[src/rtl/seq_tx_pkg.sv]
// Shared types and defaults for the seq_tx serial pattern transmitter.
package seq_tx_pkg;

  localparam int unsigned DefWidth = 8;
  localparam int unsigned DefGap   = 1;

  typedef enum logic [1:0] {
    StIdle,
    StSend,
    StGap,
    StDone
  } state_e;

endpackage

[src/rtl/seq_tx_if.sv]
// Request/stream bundle between a pattern source (master) and seq_tx (slave).
interface seq_tx_if
  import seq_tx_pkg::*;
#(
  parameter int unsigned WIDTH = DefWidth
);
  localparam int unsigned LenW = $clog2(WIDTH) + 1;

  logic             start;
  logic [WIDTH-1:0] pattern;
  logic [LenW-1:0]  len;
  logic [3:0]       reps;
  logic             out;
  logic             valid;
  logic             busy;
  logic             done;

  modport master (
    output start, pattern, len, reps,
    input  out, valid, busy, done
  );

  modport slave (
    input  start, pattern, len, reps,
    output out, valid, busy, done
  );

endinterface

[src/rtl/seq_tx_shift.sv]
// MSB-first shift register that keeps a copy of the captured pattern so a burst
// can be replayed; bit_o is the register MSB, last_o flags the final bit.
module seq_tx_shift
  import seq_tx_pkg::*;
#(
  parameter int unsigned WIDTH = DefWidth,
  parameter int unsigned LenW  = $clog2(WIDTH) + 1
) (
  input  logic             clock,
  input  logic             reset,
  input  logic             load_i,
  input  logic             restart_i,
  input  logic             shift_i,
  input  logic             clear_i,
  input  logic [WIDTH-1:0] pattern_i,
  input  logic [LenW-1:0]  len_i,
  output logic             bit_o,
  output logic             last_o
);

  logic [WIDTH-1:0] pat_q, pat_d;
  logic [WIDTH-1:0] sreg_q, sreg_d;
  logic [LenW-1:0]  len_q, len_d;
  logic [LenW-1:0]  cnt_q, cnt_d;
  logic [WIDTH-1:0] aligned;

  // Left-align so bit len-1 of the pattern sits at the MSB.
  assign aligned = pattern_i << (LenW'(WIDTH) - len_i);

  always_comb begin
    pat_d  = pat_q;
    sreg_d = sreg_q;
    len_d  = len_q;
    cnt_d  = cnt_q;
    if (load_i) begin
      pat_d  = aligned;
      sreg_d = aligned;
      len_d  = len_i;
      cnt_d  = len_i;
    end else if (restart_i) begin
      sreg_d = pat_q;
      cnt_d  = len_q;
    end else if (shift_i) begin
      sreg_d = sreg_q << 1;
      cnt_d  = cnt_q - LenW'(1);
    end else if (clear_i) begin
      sreg_d = '0;
      cnt_d  = '0;
    end
  end

  always_ff @(posedge clock or posedge reset) begin
    if (reset) begin
      pat_q  <= '0;
      sreg_q <= '0;
      len_q  <= '0;
      cnt_q  <= '0;
    end else begin
      pat_q  <= pat_d;
      sreg_q <= sreg_d;
      len_q  <= len_d;
      cnt_q  <= cnt_d;
    end
  end

  assign bit_o  = sreg_q[WIDTH-1];
  assign last_o = (cnt_q == LenW'(1));

endmodule

[src/rtl/seq_tx.sv]
// Serial pattern transmitter: sends a captured pattern MSB-first reps+1 times,
// separated by GAP idle cycles, then pulses done for one cycle.
module seq_tx
  import seq_tx_pkg::*;
#(
  parameter int unsigned WIDTH = DefWidth,
  parameter int unsigned GAP   = DefGap
) (
  input logic   clock,
  input logic   reset,
  seq_tx_if.slave bus
);

  localparam int unsigned LenW = $clog2(WIDTH) + 1;
  localparam int unsigned GapW = (GAP > 1) ? $clog2(GAP) : 1;
  localparam logic [GapW-1:0] GapLast = GapW'((GAP > 0) ? GAP - 1 : 0);

  state_e          state_q, state_d;
  logic [3:0]      rep_q, rep_d;
  logic [GapW-1:0] gap_q, gap_d;
  logic            valid_q, valid_d;
  logic            busy_q, busy_d;
  logic            done_q, done_d;

  logic            load, restart, shift, clear;
  logic            last, out_bit;
  logic [LenW-1:0] len_eff;

  // Zero and oversize lengths both mean a full-width burst.
  always_comb begin
    len_eff = bus.len;
    if (bus.len == '0 || bus.len > LenW'(WIDTH)) begin
      len_eff = LenW'(WIDTH);
    end
  end

  always_comb begin
    state_d = state_q;
    rep_d   = rep_q;
    gap_d   = gap_q;
    load    = 1'b0;
    restart = 1'b0;
    shift   = 1'b0;
    clear   = 1'b0;
    unique case (state_q)
      StIdle: begin
        if (bus.start) begin
          load    = 1'b1;
          rep_d   = bus.reps;
          state_d = StSend;
        end
      end
      StSend: begin
        if (!last) begin
          shift = 1'b1;
        end else if (rep_q != 4'd0) begin
          rep_d = rep_q - 4'd1;
          if (GAP == 0) begin
            restart = 1'b1;
          end else begin
            clear   = 1'b1;
            gap_d   = GapLast;
            state_d = StGap;
          end
        end else begin
          clear   = 1'b1;
          state_d = StDone;
        end
      end
      StGap: begin
        if (gap_q == '0) begin
          restart = 1'b1;
          state_d = StSend;
        end else begin
          gap_d = gap_q - GapW'(1);
        end
      end
      StDone: state_d = StIdle;
      default: state_d = StIdle;
    endcase
  end

  always_comb begin
    valid_d = (state_d == StSend);
    busy_d  = (state_d != StIdle);
    done_d  = (state_d == StDone);
  end

  always_ff @(posedge clock or posedge reset) begin
    if (reset) begin
      state_q <= StIdle;
      rep_q   <= '0;
      gap_q   <= '0;
      valid_q <= 1'b0;
      busy_q  <= 1'b0;
      done_q  <= 1'b0;
    end else begin
      state_q <= state_d;
      rep_q   <= rep_d;
      gap_q   <= gap_d;
      valid_q <= valid_d;
      busy_q  <= busy_d;
      done_q  <= done_d;
    end
  end

  seq_tx_shift #(
    .WIDTH (WIDTH),
    .LenW  (LenW)
  ) u_shift (
    .clock     (clock),
    .reset     (reset),
    .load_i    (load),
    .restart_i (restart),
    .shift_i   (shift),
    .clear_i   (clear),
    .pattern_i (bus.pattern),
    .len_i     (len_eff),
    .bit_o     (out_bit),
    .last_o    (last)
  );

  assign bus.out   = out_bit;
  assign bus.valid = valid_q;
  assign bus.busy  = busy_q;
  assign bus.done  = done_q;

endmodule

[src/flat_wrapper.sv]
// flat-port wrapper written by rule: the top's interface ports become plain ports
module seq_tx_flat import seq_tx_pkg::*;
#(
  parameter int unsigned WIDTH = DefWidth,
  parameter int unsigned GAP   = DefGap
)
  (clock, reset, bus_start, bus_pattern, bus_len, bus_reps, bus_out, bus_valid, bus_busy, bus_done);
  seq_tx_if #(.WIDTH(WIDTH)) bus_i ();
  input logic clock;
  input logic reset;
  input wire logic [$bits(bus_i.start)-1:0] bus_start;
  input wire logic [$bits(bus_i.pattern)-1:0] bus_pattern;
  input wire logic [$bits(bus_i.len)-1:0] bus_len;
  input wire logic [$bits(bus_i.reps)-1:0] bus_reps;
  output wire logic [$bits(bus_i.out)-1:0] bus_out;
  output wire logic [$bits(bus_i.valid)-1:0] bus_valid;
  output wire logic [$bits(bus_i.busy)-1:0] bus_busy;
  output wire logic [$bits(bus_i.done)-1:0] bus_done;
  assign bus_i.start = bus_start;
  assign bus_i.pattern = bus_pattern;
  assign bus_i.len = bus_len;
  assign bus_i.reps = bus_reps;
  assign bus_out = bus_i.out;
  assign bus_valid = bus_i.valid;
  assign bus_busy = bus_i.busy;
  assign bus_done = bus_i.done;
  seq_tx #(.WIDTH(WIDTH), .GAP(GAP)) u_core (.clock(clock), .reset(reset), .bus(bus_i));
endmodule
[config.mk]
export PLATFORM = sky130hd
export DESIGN_NAME = seq_tx_flat
export DESIGN_NICKNAME = d
export VERILOG_FILES = /design/src/rtl/seq_tx_pkg.sv /design/src/rtl/seq_tx_if.sv /design/src/rtl/seq_tx_shift.sv /design/src/rtl/seq_tx.sv /design/src/flat_wrapper.sv
export SDC_FILE = /design/constraint.sdc
export NUM_CORES = 1
export LEC_CHECK = 0
export ABC_CLOCK_PERIOD_IN_PS = 3700
export CAP_MARGIN = 10
export CORE_MARGIN = 2
export CORE_UTILIZATION = 40
export DETAILED_ROUTE_END_ITERATION = 10
export GPL_TIMING_DRIVEN = 0
export PLACE_DENSITY_LB_ADDON = 0.2
export REMOVE_ABC_BUFFERS = 1
export SKIP_LAST_GASP = 1
export SLEW_MARGIN = 10
export SYNTH_ARGS = -nofsm -noshare
export SYNTH_HDL_FRONTEND = slang
export SYNTH_HIERARCHICAL = 1
export SYNTH_SLANG_ARGS = --single-unit
[constraint.sdc]
create_clock -name clock -period 3.7 [get_ports clock]
set_input_delay 1.11 -clock clock [delete_from_list [all_inputs] [get_ports clock]]
set_output_delay 1.11 -clock clock [all_outputs]
set_load 0.005 [all_outputs]
After elaboration in Yosys (flattened, before gate mapping)
Cells that the tools add are included. Widths: inputs -> output; s select.

Reductions and logical operators: 10. Order comparisons: 1. Muxes and demuxes: 30. Add/subtract/negate cells: 4. Equality and inequality tests: 9. Shift-type cells: 1.

Operators by type and width (number): $mux 4 (8); $mux 8 (4); $mux 1 (12); $pmux 2 s4 (1); $pmux 4 s2 (1); $reduce_bool 4->1 (2); $shl 8x4->8 (1); $sub 4x1->4 const B (2); $eq 2x2->1 const B (3); $mux 2 (3); $reduce_bool 2->1 (3); $eq 2x1->1 const B (2); $eq 4x1->1 const B (1); $gt 4x4->1 const B (1); $logic_not 4->1 (1); $ne 2x1->1 const B (2); $reduce_and 4->1 (1); $sub 4x4->4 const A (1); $reduce_and 3->1 (1); $logic_not 2->1 (1); $ne 2x2->1 const B (1); $pmux 1 s2 (1); $logic_or 1x1->1 (1); $sub 1x1->1 const B (1).

Register bits after elaboration: 34. Input port bits: 19.

Depth between registers and ports, before layout
Gate-level depths: netlist of run 1.

Word-level depth: 7. Gate-level depth with buffers: 10. Gate-level depth less buffers: 9.

Modules after synthesis
Netlist of run 1, hierarchy kept.

Modules (own cells, without submodules): seq_tx_shift (times used 1, area each 1580.3 um^2, cells each 159, sequential area each 600.6 um^2); seq_tx (times used 1, area each 503.0 um^2, cells each 58, sequential area each 225.2 um^2).

Worst setup path before layout of run 1
No wires, ideal clock.

Path type: input port to flip-flop. Start: in bus_len[1]. End: reg u_core.u_shift.pat_q[7]. Data arrival time: 2.830 ns. Library setup time: 0.131 ns. Stages: 8. Data required time: 3.569 ns. Buffers on the path: 1. Slack: 0.739 ns. Cells stage by stage: nor2b_1 -> inv_1 -> ha_1 -> clkbuf_1 -> mux4_2 -> mux2_2 -> nand2_1 -> o21ai_1.

Cells in the longest elaborated chain, start to end: 5. Elaborated cells between the ends (all ways): 6. Classes of those cells: add/sub (1); order compare (1); shift (1); mux (1); reduce/logical (2).

RTL lines: start: declaration (RTL line flat_wrapper.sv:13) `input wire logic [$bits(bus_i.len)-1:0] bus_len;`; $gt 4x4->1 or $logic_not 4->1 (tied branches) (RTL line seq_tx.sv:32) `if (bus.len == '0 || bus.len > LenW'(WIDTH)) begin`; $logic_or 1x1->1 (RTL line seq_tx.sv:32); $mux 4 * (RTL line seq_tx.sv:32); $sub 4x4->4 * (RTL line seq_tx_shift.sv:28) `assign aligned = pattern_i << (LenW'(WIDTH) - len_i);`; $shl 8x4->8 * (RTL line seq_tx_shift.sv:28); end signal: assignment (RTL line seq_tx_shift.sv:59) `pat_q <= pat_d;`; end: declaration (RTL line seq_tx_shift.sv:21) `logic [WIDTH-1:0] pat_q, pat_d;`.

Mark *: on every way between the ends. The rest lies on a longest branch, timed or not. A chain may end at the register's enable or synchronous reset.

Final worst setup path of run 1
Start: in bus_len[3]. End: reg u_core.u_shift.pat_q[7].

Cells in the longest elaborated chain, start to end: 5. Elaborated cells between the ends (all ways): 6. Classes of those cells: add/sub (1); order compare (1); shift (1); mux (1); reduce/logical (2).

RTL lines: $gt 4x4->1 or $logic_not 4->1 (tied branches) (RTL line seq_tx.sv:32); $logic_or 1x1->1 * (RTL line seq_tx.sv:32); $mux 4 * (RTL line seq_tx.sv:32); named net u_core.len_eff[1] (RTL line seq_tx.sv:27) `logic [LenW-1:0] len_eff;`; $sub 4x4->4 * (RTL line seq_tx_shift.sv:28); $shl 8x4->8 * (RTL line seq_tx_shift.sv:28).

The timed path passes the listed nets; every way through them passes the cells marked *.

==> results.py, run 1 <==
metrics = {
    "yosys": {
        "async_flop_share_pct": 100,
        "yosysSeqAreaShare_pct": 39.6,
        "synth_ff_type": "dfrtp_1",
        "syn-cell-area_sq_mm": 0.00208,
        "synth_cells": 217,
        "synth_edf_count": 0,
        "yosysWarnings": 6,
        "synth_cell_type_count": 53,
        "synth_area_per_cell_sq_um": 9.60,
        "ys_seq_elements": 33,
    },
    "die": {
        "fp-row-count": 26,
        "num_io_pins": 23,
        "start_util_pct": 41.1,
        "die_h_um": 76.2,
        "die_w_um": 76.2,
        "die_area_sq_mm": 0.00580,
        "core_sq_mm": 0.00507,
    },
    "min_path": {
        "hp-class": "flop to flop",
    },
    "run_status": {
        "outcome": "completed",
    },
    "timing": {
        "hold_viol": 0,
        "slew_headroom_pct": 37.5,
        "maxSlewViolCount": 0,
        "layout_min_cycle_time_ns": 3.43,
        "timing.fmax_ghz": 0.292,
        "tightestPinTransition_ns": 0.936,
        "fin_crit_sh_pct": 92.6,
        "fin_skew_ns": 0.00739,
        "setup_viol": 0,
        "rsz0062_at_grt": "false",
    },
    "grt": {
        "grtUsageMet2_pct": 27.1,
        "grt_first_pass_wirelength_um": 7530,
        "first_global_vias": 1626,
        "grt-ovfl-total": 0,
        "use_met1_pct": 20.3,
        "met3_usage_pct": 3.55,
        "gr-usage-all-layers_pct": 16.0,
        "gr-max-usage-layer": "met2",
        "antenna_found_initial": 0,
        "grt_max_degree": 25,
    },
    "final_layout": {
        "design_area_sq_mm": 0.00248,
        "final_cell_mix": "dfrtp_1 (33), clkdlybuf4s50_1 (22), nor2_1 (18)",
        "nets": 262,
        "utilization_pct": 48.9,
        "area_delta_synth_final_pct": 19.0,
        "antenna_cells": 0,
        "layout-drive-gt1-share_pct": 17.2,
        "final_common_cell": "dfrtp_1",
    },
    "pwr": {
        "combPwrFrac_pct": 46.6,
        "p_int_mw": 1.13,
        "p_leak_nw": 1.02,
        "power_mw": 1.83,
        "ir_worst_vdd_uv": 349,
        "power_density_mw_per_mm2": 739,
        "power.switching_mw": 0.704,
        "p_sw_share_pct": 38.4,
        "seq_power_share_pct": 34.6,
        "clock_power_share_pct": 18.8,
    },
    "worst_setup_path": {
        "end_kind": "flop",
        "cpPeakStageDelay_ns": 0.56,
        "cp-start-kind": "input pin",
        "crit_chain": "clkdlybuf4s50_1, nor2b_2, inv_1, ha_1, mux4_2, mux2_2, nand2_1, o21ai_1",
        "crit_arrival_ns": 3.57,
        "ff2ff_setup_slack_ns": 1.08,
        "crit_family": "multiplexers",
        "slowest_stage": "mux4_2",
        "worst_ep_required_time_ns": 3.85,
        "crit_type": "input pin to flop",
        "worst-path-buf-inv": 2,
        "cp_max_fo": 12,
    },
    "place": {
        "io_buffers": 22,
        "place_hpwl_um": 3080,
        "postPlaceCellArea_sq_mm": 0.00232,
        "place.gp.congestion": 0.753,
    },
    "job": {
        "drv_cap": 0,
    },
    "drt": {
        "vias": 1672,
        "drc": 0,
        "via_per_inst": 5.41,
        "first_pass_iters": 4,
        "avgRoutedWirePerCell_um": 13.9,
        "drtAntennaViolNets": 0,
        "drt-total-wl_um": 4300,
        "drt_iter0_markers": 95,
    },
    "clock_network": {
        "insertion_delay_ns": 0.29,
        "cts-root-buf": "clkbuf_8",
        "cts_tree": "done",
        "numCtsBuffers": 5,
        "cts_sinks": 33,
        "clock_path_buffers": 2,
        "htreeDepth": 2,
        "clkTransAtPathRegs_ns": 0.07,
        "cts-hold-fix-buffers": 0,
    },
}
-- worst reg2reg max path, cell delays in order, from the launching register on --
cell     delay (ns)
dfrtp_1        0.41
inv_1          0.09
ha_1           0.14
nor3b_1        0.45
nor2_1         0.30
or4_1          0.76
o21ai_0        0.24
o22ai_1        0.09
-- per-stage QoR --
step,hold WS (ns),cells,worst slack [ns],setup TNS (ns)
after floorplan,0.455,204,0.0336,0
after global placement,0.471,296,-0.885,-9.26
after detailed placement,0.475,296,-0.918,-9.68
after CTS,0.496,304,0.0927,0
after global routing,0.509,309,0.118,0
final,0.498,309,0.274,0
-- registers in the layout, summed over array words and instances, names as in the netlist --
signal,flops
u_core/u_shift/sreg_q,8
u_core/rep_q,4
u_core/u_shift/pat_q,8
u_core/state_q,2
u_core/u_shift/len_q,4
u_core/bus.busy,1
u_core/u_shift/cnt_q,4
u_core/bus.done,1
u_core/bus.valid,1
-- final cells by class --
type                    instances  area [sq um]
repair buffers                 27           258
fillers                       493          2590
well taps                      70          87.6
clock buffers                   5          68.8
clock inverters                 3          46.3
flip-flops and latches         33           826
multi-input cells             155          1130
inverters                      16          60.1
-- power by group through the flow --
stage | Combinational, mW | Clock (mW) | Sequential (mW)
2_1_floorplan | 0.653 | 0 | 0.612
3_3_place_gp | 0.842 | 0 | 0.635
3_5_place_dp | 0.857 | 0 | 0.640
4_1_cts | 0.863 | 0.353 | 0.634
5_1_grt | 0.979 | 0.371 | 0.656
6_report | 0.854 | 0.344 | 0.634
-- cells by family (layout without fill, tap and decap cells) --
| family | after synthesis | after routing | share of synthesized area, % |
|---|---|---|---|
| muxes | 14 | 14 | 9.49 |
| adders and majority gates | 5 | 5 | 3.00 |
| and+or+nand+nor | 74 | 74 | 19.5 |
| xor gates and xnor gates | 2 | 2 | 1.20 |
| DFF | 33 | 33 | 39.6 |
| AOI/OAI and AO/OA | 60 | 60 | 20.6 |
| buffers and inverters | 29 | 51 | 6.55 |
-- final timing paths --
path / startpoint / end / cells after the start
worst max-delay path: bus_len[3] / u_core/u_shift/pat_q[7] / 8
worst min-delay path: u_core/u_shift/pat_q[3] / u_core/u_shift/pat_q[3] / 1
worst max register to register: u_core/u_shift/cnt_q[1] / u_core/u_shift/sreg_q[3] / 7
worst min register to register: u_core/u_shift/pat_q[3] / u_core/u_shift/pat_q[3] / 1
max in group asynchronous: reset / u_core/u_shift/sreg_q[4] / 2
min in group asynchronous: reset / u_core/rep_q[0] / 2
-- layer usage --
metal | routed length (um) | up-vias
met1 | 1940 | 823
met2 | 2200 | 25
met4 | 48 | 0
li1 | - | 820
met5 | 0 | -
met3 | 112 | 4
-- Yosys cell counts, drive strengths merged (2+ instances only) --
| library cell | count | area [sq um] |
|---|---|---|
| o31ai | 3 | 27.5 |
| a21oi | 11 | 58.8 |
| nor2b | 13 | 81.3 |
| mux2i | 4 | 40.0 |
| a211o | 2 | 17.5 |
| nand2 | 10 | 37.5 |
| o311ai | 3 | 51.3 |
| nor3 | 9 | 45.0 |
| inv | 16 | 60.1 |
| or2 | 2 | 12.5 |
| clkbuf | 4 | 15.0 |
| o2bb2ai | 4 | 35.0 |
| mux2 | 6 | 67.6 |
| buf | 9 | 61.3 |
| nor3b | 2 | 15.0 |
| o21ai | 22 | 118 |
| nor2 | 19 | 71.3 |
| or3b | 2 | 17.5 |
| nand2b | 4 | 25.0 |
| or4 | 2 | 18.8 |
| o22ai | 4 | 25.0 |
| ha | 5 | 62.6 |
| nand4 | 2 | 12.5 |
| a22oi | 4 | 30.0 |
| and3 | 3 | 23.8 |
| mux4 | 4 | 90.1 |
| dfrtp | 33 | 826 |
-- timing repair --
item	CTS	global route
setup buffers	0	5
setup endpoints to repair	16	2
resized for setup	2	1
Power figures use the tool's default switching activity.
==> inputs of run 2 (changes only) <==
--- a/config.mk
+++ b/config.mk
@@ -7,11 +7,12 @@
 export LEC_CHECK = 0
 export ABC_CLOCK_PERIOD_IN_PS = 3700
 export CAP_MARGIN = 10
+export CORE_ASPECT_RATIO = 0.6
 export CORE_MARGIN = 2
 export CORE_UTILIZATION = 40
 export DETAILED_ROUTE_END_ITERATION = 10
 export GPL_TIMING_DRIVEN = 0
-export PLACE_DENSITY_LB_ADDON = 0.2
+export PLACE_DENSITY_LB_ADDON = 0.25
 export REMOVE_ABC_BUFFERS = 1
 export SKIP_LAST_GASP = 1
 export SLEW_MARGIN = 10
==> run 2 against run 1 <==
  * Sequential cell count did not move
  * Power rose by 0.37%
  * Routed wire length grew 1.3%
  * Non-clock buffer count down 3
  * Critical endpoint unchanged
  * Register-to-register slack worse by 0.08 ns
  * Clock skew fell by 0.0014 ns
  * Hold slack worse by 0.0078 ns
  * Via count down 3.1%
  * Critical path depth is the same
  * Global-route usage increased by 0.56 points
==> results.py, run 2 (synthesis gave the netlist of run 1 again) <==
metrics = {
    "run_status": {
        "outcome": "completed",
    },
    "grt": {
        "first_global_vias": 1469,
        "grt_max_degree": 25,
        "grt-ovfl-total": 0,
        "antenna_found_initial": 0,
        "gr-usage-all-layers_pct": 16.5,
        "grt_first_pass_wirelength_um": 7490,
    },
    "min_path": {
        "hp-class": "flop to flop",
        "hold_depth": 1,
    },
    "final_layout": {
        "utilization_pct": 48.8,
        "area_delta_synth_final_pct": 17.8,
        "nets": 259,
        "layout-drive-gt1-share_pct": 15.7,
        "final_common_cell": "dfrtp_1",
        "antenna_cells": 0,
        "top_regs": "u_core/u_shift/pat_q x8, u_core/u_shift/sreg_q x8",
        "final_cell_mix": "dfrtp_1 (33), clkdlybuf4s50_1 (22), nor2_1 (18)",
    },
    "die": {
        "fp-row-count": 20,
        "die_area_sq_mm": 0.00582,
        "start_util_pct": 41.4,
        "core_sq_mm": 0.00503,
        "die_h_um": 59.9,
        "die_w_um": 97.2,
        "num_io_pins": 23,
    },
    "drt": {
        "drt-total-wl_um": 4350,
        "drt_iter0_markers": 141,
        "first_pass_iters": 4,
        "avgRoutedWirePerCell_um": 14.4,
        "drtAntennaViolNets": 0,
        "vias": 1621,
        "via_per_inst": 5.37,
        "drc": 0,
    },
    "timing": {
        "slew_headroom_pct": 38.4,
        "layout_min_cycle_time_ns": 3.41,
        "fin_skew_ns": 0.00603,
        "tightestPinTransition_ns": 0.923,
        "fin_crit_sh_pct": 92.1,
        "hold_viol": 0,
        "rsz0062_at_grt": "false",
        "timing.fmax_ghz": 0.294,
        "setup_viol": 0,
        "maxSlewViolCount": 0,
        "hold_slack_ns": 0.490,
    },
    "clock_network": {
        "cts-root-buf": "clkbuf_8",
        "cts_sinks": 33,
        "clkTransAtPathRegs_ns": 0.07,
        "cts_tree": "done",
        "htreeDepth": 2,
        "cts-hold-fix-buffers": 0,
        "insertion_delay_ns": 0.28,
        "numCtsBuffers": 5,
        "clock_path_buffers": 2,
    },
    "pwr": {
        "ir_worst_vdd_uv": 299,
        "power_density_mw_per_mm2": 749,
        "p_leak_nw": 1.01,
    },
    "worst_setup_path": {
        "ff2ff_setup_slack_ns": 1.00,
        "r2r_cells": 7,
        "cp-start-kind": "input pin",
        "crit_type": "input pin to flop",
        "worst_ep_required_time_ns": 3.84,
        "crit_arrival_ns": 3.55,
        "cp_max_fo": 12,
        "end_kind": "flop",
    },
    "place": {
        "place.gp.congestion": 0.779,
        "io_buffers": 22,
        "place_hpwl_um": 3200,
    },
    "job": {
        "drv_cap": 0,
    },
}
==> run 2: cell count changes in the layout (fill, tap and decap cells not counted) <==
| cell | previous run | this run |
|---|---|---|
| clkinv_4 | 1 | 0 |
| clkinvlp_4 | 1 | 0 |
| clkbuf_1 | 0 | 1 |
| clkbuf_8 | 5 | 6 |
| buf_4 | 5 | 2 |
==> run 2: repair_timing <==
item / CTS / global route
endpoints found under the setup margin: 16 / 2
gates resized for setup: 2 / 1
setup buffers: 0 / 2
==> run 2: final cells by class <==
| cell class | count | area (sq um) |
|---|---|---|
| inverter | 16 | 60.1 |
| sequential | 33 | 826 |
| clock inverter | 1 | 30.0 |
| fill | 460 | 2580 |
| multi-input combinational | 155 | 1130 |
| clock buffer | 7 | 86.3 |
| timing repair buffer | 24 | 235 |
| tap | 66 | 82.6 |
==> run 2: worst paths after layout <==
check | from | endpoint
min in group asynchronous | reset | u_core/bus.busy
worst min-delay path | u_core/u_shift/pat_q[1] | u_core/u_shift/pat_q[1]
worst min register to register | u_core/u_shift/pat_q[1] | u_core/u_shift/pat_q[1]
max in group asynchronous | reset | u_core/u_shift/cnt_q[1]
worst max register to register | u_core/u_shift/cnt_q[1] | u_core/u_shift/sreg_q[1]
worst max-delay path | bus_len[3] | u_core/u_shift/pat_q[7]
==> run 2: through the flow <==
| stage | cell area (sq um) | cells | TNS, ns | setup slack [ns] | power, mW |
|---|---|---|---|---|---|
| after floorplan | 2010 | 204 | 0 | 0.0336 | 1.26 |
| after global placement | 2310 | 292 | -9.18 | -0.877 | 1.48 |
| after detailed placement | 2310 | 292 | -10.74 | -0.972 | 1.49 |
| after CTS | 2440 | 300 | 0 | 0.104 | 1.85 |
| after global routing | 2450 | 302 | 0 | 0.146 | 2.01 |
| final | 2450 | 302 | 0 | 0.293 | 1.84 |
==> run 2: layer usage <==
metal / GRT usage (%) / wire (um) / up-vias
met1: 26.6 / 2450 / 771
met3: 3.98 / 201 / 2
li1: - / - / 816
met5: 0 / 0 / -
met4: 4.83 / 8 / 0
met2: 21.3 / 1690 / 32
==> run 2: power by group <==
group | internal [mW] | total (mW) | switching, mW
Combinational | 0.397 | 0.857 | 0.460
Sequential | 0.527 | 0.634 | 0.108
Clock | 0.219 | 0.347 | 0.128
Total | 1.14 | 1.84 | 0.695
==> run 2: critical path, stage by stage <==
cell and delay, ns:
clkdlybuf4s50_1 0.49, nor2b_2 0.31, inv_1 0.12, ha_1 0.54, mux4_2 0.55, mux2_2 0.28
nand2_1 0.08, o21ai_1 0.06
==> inputs of run 3 (changes only) <==
--- a/config.mk
+++ b/config.mk
@@ -12,6 +12,7 @@
 export CORE_UTILIZATION = 40
 export DETAILED_ROUTE_END_ITERATION = 10
 export GPL_TIMING_DRIVEN = 0
+export MAX_ROUTING_LAYER = met4
 export PLACE_DENSITY_LB_ADDON = 0.25
 export REMOVE_ABC_BUFFERS = 1
 export SKIP_LAST_GASP = 1
==> run 3 against run 2 <==
  * Hold slack better by 0.0044 ns
  * Sequential cell count is the same
  * Critical path depth unchanged
  * Clock skew hardly changed
  * Utilization unchanged
  * Clock-buffer cell count stayed put
  * Combinational power is essentially flat
  * Sequential share of layout area is the same
  * Final cell count unchanged
  * Sequential power barely moved
  * Final area stayed put
  * Non-clock buffer count unchanged
==> results.py, run 3 (synthesis gave the netlist of run 1 again) <==
metrics = {
    "worst_setup_path": {
        "slowest_stage": "ha_1",
        "r2r_start": "u_core/u_shift/cnt_q[1]",
        "cp_max_fo": 12,
        "end_kind": "flop",
        "r2r_cells": 7,
        "crit_type": "input pin to flop",
        "worst_ep_required_time_ns": 3.84,
        "cp-start-kind": "input pin",
        "cpPeakStageDelay_ns": 0.55,
        "reg2reg_to": "u_core/u_shift/sreg_q[1]",
        "crit_arrival_ns": 3.55,
        "ff2ff_setup_slack_ns": 1.01,
        "crit_chain": "clkdlybuf4s50_1, nor2b_2, inv_1, ha_1, mux4_2, mux2_2, nand2_1, o21ai_1",
    },
    "grt": {
        "grt_first_pass_wirelength_um": 7490,
        "gr-usage-all-layers_pct": 17.0,
        "grt-ovfl-total": 0,
        "antenna_found_initial": 0,
        "first_global_vias": 1470,
        "grt_max_degree": 25,
    },
    "pwr": {
        "power_density_mw_per_mm2": 751,
        "p_leak_nw": 1.01,
        "power_mw": 1.84,
        "ir_worst_vdd_uv": 300,
    },
    "min_path": {
        "hold_start": "u_core/u_shift/pat_q[1]",
        "hold_depth": 1,
        "hp-class": "flop to flop",
        "worstHoldEndpoint": "u_core/u_shift/pat_q[1]",
    },
    "timing": {
        "setup_viol": 0,
        "setup_ws_ns": 0.286,
        "fin_skew_ns": 0.00611,
        "hold_viol": 0,
        "rsz0062_at_grt": "false",
        "fin_crit_sh_pct": 92.3,
        "slew_headroom_pct": 38.1,
        "layout_min_cycle_time_ns": 3.41,
        "timing.fmax_ghz": 0.293,
        "maxSlewViolCount": 0,
        "tightestPinTransition_ns": 0.928,
    },
    "final_layout": {
        "utilization_pct": 48.8,
        "nets": 259,
        "layout-drive-gt1-share_pct": 15.7,
        "num-fill-cells": 460,
        "antenna_cells": 0,
        "multi_input_area_sq_mm": 0.00113,
        "top_regs": "u_core/u_shift/pat_q x8, u_core/u_shift/sreg_q x8",
        "regArea_sq_um": 826,
        "final_common_cell": "dfrtp_1",
        "final_cell_mix": "dfrtp_1 (33), clkdlybuf4s50_1 (22), nor2_1 (18)",
        "area_delta_synth_final_pct": 17.8,
    },
    "die": {
        "die_h_um": 59.9,
        "die_area_sq_mm": 0.00582,
        "die_w_um": 97.2,
        "fp-row-count": 20,
        "num_io_pins": 23,
        "core_sq_mm": 0.00503,
        "start_util_pct": 41.4,
    },
    "clock_network": {
        "clock_path_buffers": 2,
        "htreeDepth": 2,
        "numCtsBuffers": 5,
        "cts-hold-fix-buffers": 0,
        "cts-root-buf": "clkbuf_8",
        "clkTransAtPathRegs_ns": 0.07,
        "cts_sinks": 33,
        "insertion_delay_ns": 0.28,
        "cts_tree": "done",
    },
    "place": {
        "place_hpwl_um": 3200,
        "dpl_worst_slack_ns": -0.972,
        "io_buffers": 22,
        "place.gp.congestion": 0.789,
    },
    "drt": {
        "first_pass_iters": 4,
        "drt_iter0_markers": 158,
        "vias": 1617,
        "drtAntennaViolNets": 0,
        "avgRoutedWirePerCell_um": 14.4,
        "drt-total-wl_um": 4360,
        "drc": 0,
        "via_per_inst": 5.35,
    },
    "job": {
        "drv_cap": 0,
    },
    "run_status": {
        "outcome": "completed",
    },
}
-- run 3: cell counts in the layout (fill, tap and decap cells not counted) --
Identical to the previous run, type by type.
-- run 3: worst max-delay path by stage --
stage | depth (start not counted) | slack, ns | to | from
6_report | 8 | 0.29 | u_core/u_shift/pat_q[7] | bus_len[3]
5_1_grt | 8 | 0.15 | u_core/u_shift/pat_q[7] | bus_len[3]
4_1_cts | 8 | 0.10 | u_core/u_shift/pat_q[7] | bus_len[3]
3_5_place_dp | 8 | -0.97 | u_core/u_shift/pat_q[7] | bus_len[0]
3_3_place_gp | 8 | -0.88 | u_core/u_shift/pat_q[7] | bus_len[0]
2_1_floorplan | 7 | 0.03 | u_core/u_shift/pat_q[7] | bus_len[0]
-- run 3: layer usage --
metal  wire length (um)  up-vias  share of wire (%)  global-route usage (%)
met5                  0        -                  0                       -
met4                  8        0               0.18                    4.83
met3                185        2                4.2                    3.98
met2               1680       31                 39                    21.3
met1               2480      768                 57                    26.5
li1                   -      816                  -                       -
-- run 3: where the power goes --
| group | internal [mW] | total, mW | switching [mW] |
|---|---|---|---|
| Combinational | 0.397 | 0.860 | 0.462 |
| Sequential | 0.527 | 0.635 | 0.108 |
| Clock | 0.220 | 0.348 | 0.128 |
-- run 3: stage by stage --
step                      TNS (ns)  cell area (sq um)  hold WS (ns)  cells
final                            0               2450         0.494    302
after global routing             0               2450         0.509    302
after CTS                        0               2440         0.494    300
after detailed placement    -10.74               2310         0.475    292
after global placement       -9.18               2310         0.475    292
after floorplan                  0               2010         0.455    204
-- run 3: repair_timing --
action / CTS / global route
setup buffers: 0 / 2
endpoints found under the setup margin: 16 / 2
gates cloned: 0 / 0
pin swaps: 0 / 0
gates resized for setup: 2 / 1
-- run 3: critical path: cells and delay by family --
| family | cells | cell delay, ns |
|---|---|---|
| adders and majority gates | 1 | 0.55 |
| muxes | 2 | 0.83 |
| buffers and inverters | 2 | 0.61 |
| AOI/OAI and AO/OA | 1 | 0.06 |
| and+or+nand+nor | 2 | 0.39 |
-- run 3: area by class of cell --
type | count | share of cell area [%]
Tap cell | 66 | 3.37
Multi-Input combinational cell | 155 | 46.2
Inverter | 16 | 2.45
Clock inverter | 1 | 1.22
Clock buffer | 7 | 3.52
Sequential cell | 33 | 33.7
Timing Repair Buffer | 24 | 9.59
